--- src/rtl/nexys_starship_spawn_gen.sv ---
// Spawn generator feeding the four terminal monster SMs: shared timer_tick, per-terminal random
// spawn permission and a difficulty level. Optional level ramp enabled by SPAWN_LEVEL_RAMP_EN.
module nexys_starship_spawn_gen #(
    parameter logic [15:0] LFSR_SEED   = 16'hACE1,
    parameter logic [25:0] TICK_DIV    = 26'd50_000_000,
    parameter logic [3:0]  BASE_THRESH = 4'd4,
    parameter logic [3:0]  THRESH_STEP = 4'd3,
    parameter logic [7:0]  LEVEL_TICKS = 8'd20
) (
    input  logic       Clk,
    input  logic       Reset,
    input  logic       play_flag,
    input  logic       gameover_ctrl,
    output logic       timer_tick,
    output logic       top_random,
    output logic       btm_random,
    output logic       left_random,
    output logic       right_random,
    output logic [1:0] level,
    output logic       q_SG_Idle,
    output logic       q_SG_Run,
    output logic       q_SG_Freeze
);

    localparam logic [2:0]  S_IDLE   = 3'b001;
    localparam logic [2:0]  S_RUN    = 3'b010;
    localparam logic [2:0]  S_FREEZE = 3'b100;
    localparam logic [15:0] SEED_EFF = (LFSR_SEED == 16'h0000) ? 16'h0001 : LFSR_SEED;

    logic [2:0]  r_state;
    logic [2:0]  w_state_nxt;
    logic [15:0] r_lfsr;
    logic        w_fb;
    logic [25:0] r_div_cnt;
    logic        w_run;
    logic        w_tick_ok;
    logic [3:0]  r_rand;
    logic [3:0]  w_rand_nxt;
    logic [1:0]  w_level;
    logic [5:0]  w_thresh6;
    logic [3:0]  w_thresh;

    always_comb begin
        w_state_nxt = S_IDLE;
        case (r_state)
            S_IDLE:   w_state_nxt = (play_flag && !gameover_ctrl) ? S_RUN : S_IDLE;
            S_RUN:    w_state_nxt = gameover_ctrl ? S_FREEZE : S_RUN;
            S_FREEZE: w_state_nxt = play_flag ? S_FREEZE : S_IDLE;
            default:  w_state_nxt = S_IDLE;
        endcase
    end

    always_ff @(posedge Clk) begin
        if (Reset) r_state <= S_IDLE;
        else       r_state <= w_state_nxt;
    end

    assign q_SG_Idle   = r_state[0];
    assign q_SG_Run    = r_state[1];
    assign q_SG_Freeze = r_state[2];

    // Free-running in every state so the spawn pattern depends on how long the player idled.
    assign w_fb = r_lfsr[15] ^ r_lfsr[13] ^ r_lfsr[12] ^ r_lfsr[10];

    always_ff @(posedge Clk) begin
        if (Reset) r_lfsr <= SEED_EFF;
        else       r_lfsr <= {r_lfsr[14:0], w_fb};
    end

    assign w_run      = (r_state == S_RUN);
    assign timer_tick = w_run && (r_div_cnt == TICK_DIV - 26'd1);
    assign w_tick_ok  = timer_tick && !gameover_ctrl;

    // Gameover wins over a coincident tick: the divider is parked and nothing else advances.
    always_ff @(posedge Clk) begin
        if (Reset || !w_run || gameover_ctrl) r_div_cnt <= 26'd0;
        else if (timer_tick)                  r_div_cnt <= 26'd0;
        else                                  r_div_cnt <= r_div_cnt + 26'd1;
    end

`ifdef SPAWN_LEVEL_RAMP_EN
    logic [7:0] r_lvl_cnt;
    logic [1:0] r_level;

    always_ff @(posedge Clk) begin
        if (Reset || w_state_nxt == S_IDLE) begin
            r_lvl_cnt <= 8'd0;
            r_level   <= 2'd0;
        end else if (w_tick_ok) begin
            if (r_lvl_cnt == LEVEL_TICKS - 8'd1) begin
                r_lvl_cnt <= 8'd0;
                if (r_level != 2'd3) r_level <= r_level + 2'd1;
            end else begin
                r_lvl_cnt <= r_lvl_cnt + 8'd1;
            end
        end
    end

    assign w_level = r_level;
`else
    logic w_unused_cfg;
    assign w_unused_cfg = ^LEVEL_TICKS;
    assign w_level      = 2'd0;
`endif

    assign level = w_level;

    // Worst case 15 + 3*15 = 60 fits in 6 bits before saturating to a nibble.
    assign w_thresh6 = {2'b00, BASE_THRESH} + ({4'b0000, w_level} * {2'b00, THRESH_STEP});
    assign w_thresh  = (w_thresh6 > 6'd15) ? 4'd15 : w_thresh6[3:0];

    assign w_rand_nxt[0] = (r_lfsr[3:0]   < w_thresh);
    assign w_rand_nxt[1] = (r_lfsr[7:4]   < w_thresh);
    assign w_rand_nxt[2] = (r_lfsr[11:8]  < w_thresh);
    assign w_rand_nxt[3] = (r_lfsr[15:12] < w_thresh);

    always_ff @(posedge Clk) begin
        if (Reset || !w_run || gameover_ctrl) r_rand <= 4'd0;
        else if (timer_tick)                  r_rand <= w_rand_nxt;
    end

    assign top_random   = r_rand[0];
    assign btm_random   = r_rand[1];
    assign left_random  = r_rand[2];
    assign right_random = r_rand[3];

endmodule

--- config.mk ---
export PLATFORM = sky130hd
export DESIGN_NAME = nexys_starship_spawn_gen
export DESIGN_NICKNAME = d
export VERILOG_FILES = /design/src/rtl/nexys_starship_spawn_gen.sv
export SDC_FILE = /design/constraint.sdc
export NUM_CORES = 1
export LEC_CHECK = 0
export BUFFER_PORTS_ARGS = -buffer_cell sky130_fd_sc_hd__buf_2
export CAP_MARGIN = 20
export CORE_ASPECT_RATIO = 0.5
export CORE_MARGIN = 1
export CORE_UTILIZATION = 42
export DETAILED_ROUTE_END_ITERATION = 7
export GPL_ROUTABILITY_DRIVEN = 1
export GPL_TIMING_DRIVEN = 0
export HOLD_SLACK_MARGIN = 0.12
export MAX_ROUTING_LAYER = met4
export SYNTH_ARGS = -nofsm -noshare
export SYNTH_HDL_FRONTEND = slang
export SYNTH_SLANG_ARGS = --single-unit
--- constraint.sdc ---
create_clock -name Clk -period 2.5 [get_ports Clk]
set_input_delay 0.25 -clock Clk [delete_from_list [all_inputs] [get_ports Clk]]
set_output_delay 0.25 -clock Clk [all_outputs]
set_load 0.1 [all_outputs]
==> results.sh, run 1 <==
export IMPL_timing_rr_end="r_div_cnt[9]"
export IMPL_post_cts_setup_buffers=0
export IMPL_area_delta_synth_final_pct=12.4
export IMPL_dieHeight_um=50.9
export IMPL_achievable_frequency_mhz=442
export IMPL_total_power_uw=1370
export IMPL_nFillCells=439
export IMPL_area_fraction_in_compound_gates_after_synthesis_pct=2.68
export IMPL_clock_period_minus_worst_slack_ns=2.26
export IMPL_dp_hpwl_um=2610
export IMPL_power_density_cell_area_nw_per_um2=607
export IMPL_syn_area_sq_um=2010
export IMPL_layout_drive_gt1_share_pct=16.5
export IMPL_synth_xor_area_share_pct=10.9
export IMPL_ys_ff_latch=49
export IMPL_synth_seq_area_share_pct=48.9
export IMPL_drt_antenna_violating_nets=0
export IMPL_reg2reg_from="r_div_cnt[0]"
export IMPL_worst_r2r_setup_slack_ns=0.53
export IMPL_cts_max_path_buffers=2
export IMPL_routed_wl_um=3630
export IMPL_number_of_placed_instances_taps_included=294
export IMPL_post_layout_nonfiller_instances=302
export IMPL_antennaDiodeCount=0
export IMPL_final_hold_viol_count=0
export IMPL_grt_start_max_net_pins=17
export IMPL_setup_violations=0
export IMPL_clkLatencyLatePin_ns=0.30
export IMPL_slew_viol_final=0
export IMPL_post_route_period_util_pct=90.5
export IMPL_die_area_sq_um=5070
export IMPL_crit_path_start_kind="flop"
export IMPL_grt_overflow_total=0
export IMPL_grt_setup_unrepaired="no"
export IMPL_crit_path_cell_trace="or4_4 -> nor2_1 -> nand4_1 -> nor2_4 -> buf_2"
export IMPL_synth_simple_area_share_pct=30.6
export IMPL_max_slew_margin_rel_pct=57.8
export IMPL_drt_wirelength_per_cell_um=12.0
export IMPL_starting_density_pct=44.7
export IMPL_drt_iter0_drc=23
export IMPL_synth_fa_ha_area_share_pct=0.624
export IMPL_drt_pre_antenna_iters=4
export IMPL_tritoncts="yes"
export IMPL_route_detailed_drc=0
export IMPL_crit_path_max_incr_delay_ns=0.56
export IMPL_drt_vias_per_instance=4.92
export IMPL_nNetsFinal=240
export IMPL_worstRegToRegCells=8
export IMPL_synthDistinctLibCells=33
export IMPL_crit_arrival_ns=2.01
export IMPL_category_of_the_most_critical_setup_path="flop to primary output"
export IMPL_cts_htree_levels=2
export IMPL_critical_path_end_type="primary output"
export IMPL_max_vdd_ir_drop_mv=0.314
export IMPL_crit_start="r_div_cnt[16]"
export IMPL_timing_critical_path_slowest_stage_cell="sky130_fd_sc_hd__or4_4"
export IMPL_outcome="finished clean"
export IMPL_cts_repair_resized=0
export IMPL_clk_pin_slew_worst_paths_ns=0.09
export IMPL_finalSetupTns_ns=0
export IMPL_num_rows=17
export IMPL_grt_pass1_vias=1362
export IMPL_timing_clock_skew_ns=0.00831
export IMPL_hold_path_class="input port to flop"
export IMPL_floorplan_die_width_um=99.7
export IMPL_leakage_uw=0.000751
export IMPL_design_core_area_sq_um=4490
export IMPL_cts_hold_repair_buffers=0
export IMPL_synthTopCellsByArea="sky130_fd_sc_hd__dfxtp_1 (49%), sky130_fd_sc_hd__nor2_1 (7.9%), sky130_fd_sc_hd__xor2_1 (6.6%)"
export IMPL_synth_top_family_by_area="simple AND/OR/NAND/NOR gates"
export IMPL_yosys_synthesis_warning_count=0
export IMPL_clock_root_buffer="sky130_fd_sc_hd__clkbuf_8"
export IMPL_post_synth_inst_count=216
export IMPL_port_buffers=11
export IMPL_grt_first_pass_wirelength_um=6220
export IMPL_synth_mux_area_fraction_pct=2.50
export IMPL_boundaryPins=14
export IMPL_synth_top_cell_area_share_pct=48.9
export IMPL_worst_margin_pin_slew_ns=0.628
export IMPL_worst_ep_required_time_ns=2.25
export IMPL_grt_total_usage_pct=16.4
export IMPL_vias=1487
export IMPL_path_max_fanout=5
export IMPL_yosys_area_top_type="sky130_fd_sc_hd__dfxtp_1"
export IMPL_synth_area_per_cell_sq_um=9.29
export IMPL_clock_sinks=49
export IMPL_timing_critical_path_to="timer_tick"
export IMPL_gp_congestion=0.748
export IMPL_cts_buffers_inserted=5
export IMPL_max_cap_viol_count=0
export IMPL_grt_antenna_before_repair=0
[how the worst min path moves through the flow]
stage	from	cells past startpoint	end
final	gameover_ctrl	2	r_state[1]
after detailed placement	r_lfsr[5]	1	r_lfsr[6]
after floorplan	gameover_ctrl	1	r_state[1]
after CTS	gameover_ctrl	2	r_state[1]
after global routing	gameover_ctrl	2	r_state[1]
after global placement	r_lfsr[4]	1	r_lfsr[5]
[power breakdown]
part | switching, uW | internal, uW | leakage [uW] | total [uW]
Combinational | 41.0 | 23.6 | 0.000303 | 64.5
Clock | 266 | 228 | 0.0000478 | 494
Sequential | 9.13 | 800 | 0.000399 | 809
[synthesized netlist by cell type]
cell / instances
sky130_fd_sc_hd__a2111oi_0: 1
sky130_fd_sc_hd__a21oi_1: 3
sky130_fd_sc_hd__a22oi_1: 2
sky130_fd_sc_hd__and3_1: 4
sky130_fd_sc_hd__and3b_1: 1
sky130_fd_sc_hd__and4_1: 1
sky130_fd_sc_hd__buf_4: 2
sky130_fd_sc_hd__buf_6: 3
sky130_fd_sc_hd__clkbuf_1: 3
sky130_fd_sc_hd__conb_1: 1
sky130_fd_sc_hd__dfxtp_1: 49
sky130_fd_sc_hd__ha_1: 1
sky130_fd_sc_hd__inv_1: 3
sky130_fd_sc_hd__mux2i_1: 5
sky130_fd_sc_hd__nand2_1: 10
sky130_fd_sc_hd__nand2b_1: 2
sky130_fd_sc_hd__nand3_1: 13
sky130_fd_sc_hd__nand4_1: 10
sky130_fd_sc_hd__nor2_1: 42
sky130_fd_sc_hd__nor2b_1: 10
sky130_fd_sc_hd__nor3_1: 3
sky130_fd_sc_hd__nor3b_1: 1
sky130_fd_sc_hd__nor3b_2: 1
sky130_fd_sc_hd__nor4_2: 3
sky130_fd_sc_hd__nor4b_1: 2
sky130_fd_sc_hd__o21ai_0: 3
sky130_fd_sc_hd__or2_2: 8
sky130_fd_sc_hd__or2_4: 1
sky130_fd_sc_hd__or3_1: 1
sky130_fd_sc_hd__or4_1: 1
sky130_fd_sc_hd__or4_4: 1
sky130_fd_sc_hd__xnor2_1: 10
sky130_fd_sc_hd__xor2_1: 15
[worst max-delay path: cells and delay by family, from the launching register on]
family / cells / cell delay (ns)
buffers and inverters: 1 / 0.43
flip-flops: 1 / 0.37
AND/OR/NAND/NOR: 4 / 0.92
[area by class of cell]
| cell class | count | area, sq um | area share (%) |
|---|---|---|---|
| Sequential cell | 49 | 981 | 43.5 |
| Multi-Input combinational cell | 157 | 965 | 42.8 |
| Clock buffer | 6 | 82.6 | 3.66 |
| Tap cell | 66 | 82.6 | 3.66 |
| Buffer | 8 | 60.1 | 2.67 |
| Timing Repair Buffer | 11 | 55.1 | 2.44 |
| Clock inverter | 2 | 16.3 | 0.722 |
| Inverter | 3 | 11.3 | 0.500 |
[layout by cell type, fill, tap and decap left out]
cell                         instances
sky130_fd_sc_hd__xnor2_1            10
sky130_fd_sc_hd__or2_2               8
sky130_fd_sc_hd__or3_1               1
sky130_fd_sc_hd__nand3_1            13
sky130_fd_sc_hd__buf_4               2
sky130_fd_sc_hd__or4_1               1
sky130_fd_sc_hd__nand4_1            10
sky130_fd_sc_hd__nor2_4              1
sky130_fd_sc_hd__conb_1              2
sky130_fd_sc_hd__or4_4               1
sky130_fd_sc_hd__a22oi_1             2
sky130_fd_sc_hd__and4_1              1
sky130_fd_sc_hd__buf_2              11
sky130_fd_sc_hd__nor3b_1             1
sky130_fd_sc_hd__or2_4               1
sky130_fd_sc_hd__clkbuf_1            3
sky130_fd_sc_hd__nor4_2              3
sky130_fd_sc_hd__nand2b_1            2
sky130_fd_sc_hd__nor3b_2             1
sky130_fd_sc_hd__a2111oi_0           1
sky130_fd_sc_hd__clkbuf_8            6
sky130_fd_sc_hd__clkinvlp_4          1
sky130_fd_sc_hd__nor2_1             41
sky130_fd_sc_hd__a21oi_1             3
sky130_fd_sc_hd__nor2b_1            10
sky130_fd_sc_hd__nor3_1              3
sky130_fd_sc_hd__xor2_1             15
sky130_fd_sc_hd__buf_6               3
sky130_fd_sc_hd__inv_1               3
sky130_fd_sc_hd__nand2_1            10
sky130_fd_sc_hd__ha_1                1
sky130_fd_sc_hd__inv_6               1
sky130_fd_sc_hd__nor4b_1             2
sky130_fd_sc_hd__and3b_1             1
sky130_fd_sc_hd__o21ai_0             3
sky130_fd_sc_hd__mux2i_1             5
sky130_fd_sc_hd__and3_1              4
sky130_fd_sc_hd__dfxtp_1            49
[metrics by stage]
stage / worst slack [ns] / hold WS [ns] / instance area [sq um] / utilization [%]
global placement: 0.562 / 0.400 / 2150 / 48.0
detailed placement: 0.559 / 0.399 / 2150 / 48.0
global route: 0.152 / 0.167 / 2250 / 50.2
CTS: 0.220 / 0.147 / 2250 / 50.2
floorplan: 0.221 / 0.340 / 2020 / -
finish: 0.238 / 0.156 / 2250 / 50.2
[cell families (layout without fill, tap and decap cells)]
group	after synthesis	count (layout)
DFF	49	49
buffers and inverters	11	30
AOI/OAI and AO/OA	9	9
xor gates and xnor gates	25	25
and+or+nand+nor	115	115
muxes	5	5
other	1	2
adders and majority gates	1	1
[state kept, by name, indices dropped and copies added (netlist names)]
signal / count
r_state: 3
r_rand: 4
r_lfsr: 16
r_div_cnt: 26
[per-layer routing]
layer | wire length (um) | global-route usage [%] | vias to the layer above
met5 | 0 | - | -
met4 | 25 | 4.41 | 0
met3 | 100 | 4.92 | 4
li1 | - | - | 762
met1 | 1890 | 21.1 | 703
met2 | 1610 | 25.5 | 18
Note: power is estimated with default switching activity, not from simulation.
==> run 2: changes to the inputs <==
--- a/config.mk
+++ b/config.mk
@@ -15,6 +15,7 @@
 export GPL_TIMING_DRIVEN = 0
 export HOLD_SLACK_MARGIN = 0.12
 export MAX_ROUTING_LAYER = met4
+export PLACE_DENSITY_LB_ADDON = 0.12
 export SYNTH_ARGS = -nofsm -noshare
 export SYNTH_HDL_FRONTEND = slang
 export SYNTH_SLANG_ARGS = --single-unit
==> results.sh, run 2 (same netlist as run 1, synthesis figures left out) <==
export IMPL_cts_repair_resized=0
export IMPL_clk_pin_slew_worst_paths_ns=0.09
export IMPL_cts_max_path_buffers=2
export IMPL_timing_rr_end="r_div_cnt[17]"
export IMPL_timing_critical_path_to="timer_tick"
export IMPL_nNetsFinal=240
export IMPL_drt_vias_per_instance=4.82
export IMPL_worstRegToRegCells=8
export IMPL_timing_critical_path_slowest_stage_cell="sky130_fd_sc_hd__or4_4"
export IMPL_clock_sinks=49
export IMPL_slew_viol_final=0
export IMPL_area_delta_synth_final_pct=11.7
export IMPL_nFillCells=434
export IMPL_power_density_cell_area_nw_per_um2=593
export IMPL_max_vdd_ir_drop_mv=0.269
export IMPL_hold_path_class="input port to flop"
export IMPL_tritoncts="yes"
export IMPL_layout_commonest_cell="sky130_fd_sc_hd__dfxtp_1"
export IMPL_layout_drive_gt1_share_pct=16.2
export IMPL_top_layer="met4"
export IMPL_crit_arrival_ns=2.02
export IMPL_max_cap_viol_count=0
export IMPL_design_core_area_sq_um=4490
export IMPL_grt_start_max_net_pins=16
export IMPL_post_cts_setup_buffers=0
export IMPL_starting_density_pct=44.7
export IMPL_final_hold_viol_count=0
export IMPL_achievable_frequency_mhz=440
export IMPL_outcome="finished clean"
export IMPL_clock_root_buffer="sky130_fd_sc_hd__clkbuf_8"
export IMPL_leakage_uw=0.000743
export IMPL_top_regs="r_div_cnt x26, r_lfsr x16, r_rand x4"
export IMPL_reg2reg_from="r_div_cnt[0]"
export IMPL_path_max_fanout=5
export IMPL_floorplan_die_width_um=99.7
export IMPL_cts_buffers_inserted=5
export IMPL_crit_path_max_incr_delay_ns=0.56
export IMPL_crit_path_start_kind="flop"
export IMPL_clock_period_minus_worst_slack_ns=2.27
export IMPL_drt_iter0_drc=40
export IMPL_timing_clock_skew_ns=0.00892
export IMPL_route_detailed_drc=0
export IMPL_worst_ep_required_time_ns=2.25
export IMPL_grt_setup_unrepaired="no"
export IMPL_drt_wirelength_per_cell_um=12.3
export IMPL_die_area_sq_um=5070
export IMPL_routed_wl_um=3710
export IMPL_cts_hold_repair_buffers=0
export IMPL_critical_path_end_type="primary output"
export IMPL_grt_pass1_vias=1325
export IMPL_worst_r2r_setup_slack_ns=0.54
export IMPL_number_of_placed_instances_taps_included=294
export IMPL_vias=1452
export IMPL_largest_register_ff_count=26
export IMPL_met2_wirelength_um=1580
export IMPL_grt_first_pass_wirelength_um=6360
export IMPL_register_bank_with_the_most_flops="r_div_cnt"
export IMPL_cts_htree_levels=2
export IMPL_grt_total_usage_pct=17.1
export IMPL_num_rows=17
export IMPL_category_of_the_most_critical_setup_path="flop to primary output"
export IMPL_crit_path_cell_trace="or4_4 -> nor2_1 -> nand4_1 -> nor2_4 -> buf_2"
export IMPL_gp_congestion=0.769
export IMPL_drt_antenna_violating_nets=0
export IMPL_post_route_period_util_pct=91.0
export IMPL_dieHeight_um=50.9
export IMPL_boundaryPins=14
export IMPL_most_common_layout_cells="sky130_fd_sc_hd__dfxtp_1 (49), sky130_fd_sc_hd__nor2_1 (41), sky130_fd_sc_hd__xor2_1 (15), sky130_fd_sc_hd__nand3_1 (13), sky130_fd_sc_hd__buf_2 (11)"
export IMPL_dr_wl_met3_um=118
export IMPL_max_slew_margin_rel_pct=54.4
export IMPL_worst_margin_pin_slew_ns=0.678
export IMPL_post_layout_nonfiller_instances=301
export IMPL_clkLatencyLatePin_ns=0.30
export IMPL_dp_hpwl_um=2600
export IMPL_drt_pre_antenna_iters=4
export IMPL_final_core_util_pct=49.9
export IMPL_crit_start="r_div_cnt[16]"
export IMPL_setup_violations=0
export IMPL_grt_antenna_before_repair=0
export IMPL_met1_length_um=1970
export IMPL_antennaDiodeCount=0
export IMPL_grt_overflow_total=0
export IMPL_finalSetupTns_ns=0
export IMPL_port_buffers=11
run 2: through the flow:
stage / hold slack, ns / instance area [sq um] / worst slack, ns / total power (uW)
2_1_floorplan: 0.340 / 2020 / 0.221 / 880
5_1_grt: 0.160 / 2240 / 0.133 / 1380
6_report: 0.174 / 2240 / 0.226 / 1330
3_3_place_gp: 0.398 / 2150 / 0.562 / 891
3_5_place_dp: 0.401 / 2150 / 0.551 / 892
4_1_cts: 0.168 / 2240 / 0.217 / 1340
run 2: critical path: cells and delay by family (launching register included):
family	cells	cell delay, ns
flip-flops	1	0.37
AND/OR/NAND/NOR	4	0.93
buffers and inverters	1	0.43
run 2: worst min path at each step:
stage | from | to | slack [ns] | cells after the start
detailed placement | r_lfsr[9] | r_lfsr[10] | 0.40 | 1
floorplan | gameover_ctrl | r_state[1] | 0.34 | 1
global placement | r_lfsr[4] | r_lfsr[5] | 0.40 | 1
CTS | gameover_ctrl | r_state[1] | 0.17 | 2
global route | gameover_ctrl | r_state[1] | 0.16 | 2
finish | gameover_ctrl | r_state[1] | 0.17 | 2
run 2: final cells by class:
cell class,count,area (sq um),area share [%]
timing repair buffer,11,55.1,2.46
clock buffer,5,68.8,3.07
tap,66,82.6,3.69
multi-input combinational,157,965,43.1
inverter,3,11.3,0.503
sequential,49,981,43.8
clock inverter,2,16.3,0.726
buffer,8,60.1,2.68
run 2: layer usage:
metal | GRT usage [%] | up-vias
met5 | - | -
met4 | 5.15 | 0
met3 | 4.92 | 5
met2 | 25.4 | 16
met1 | 22.8 | 674
li1 | - | 757
run 2: report_power, final:
group / internal, uW / switching [uW] / leakage [uW] / total [uW]
clock: 193 / 261 / 0.0000402 / 454
combinational: 23.6 / 41.2 / 0.000303 / 64.8
sequential: 800 / 9.31 / 0.000399 / 809
total: 1020 / 311 / 0.000743 / 1330
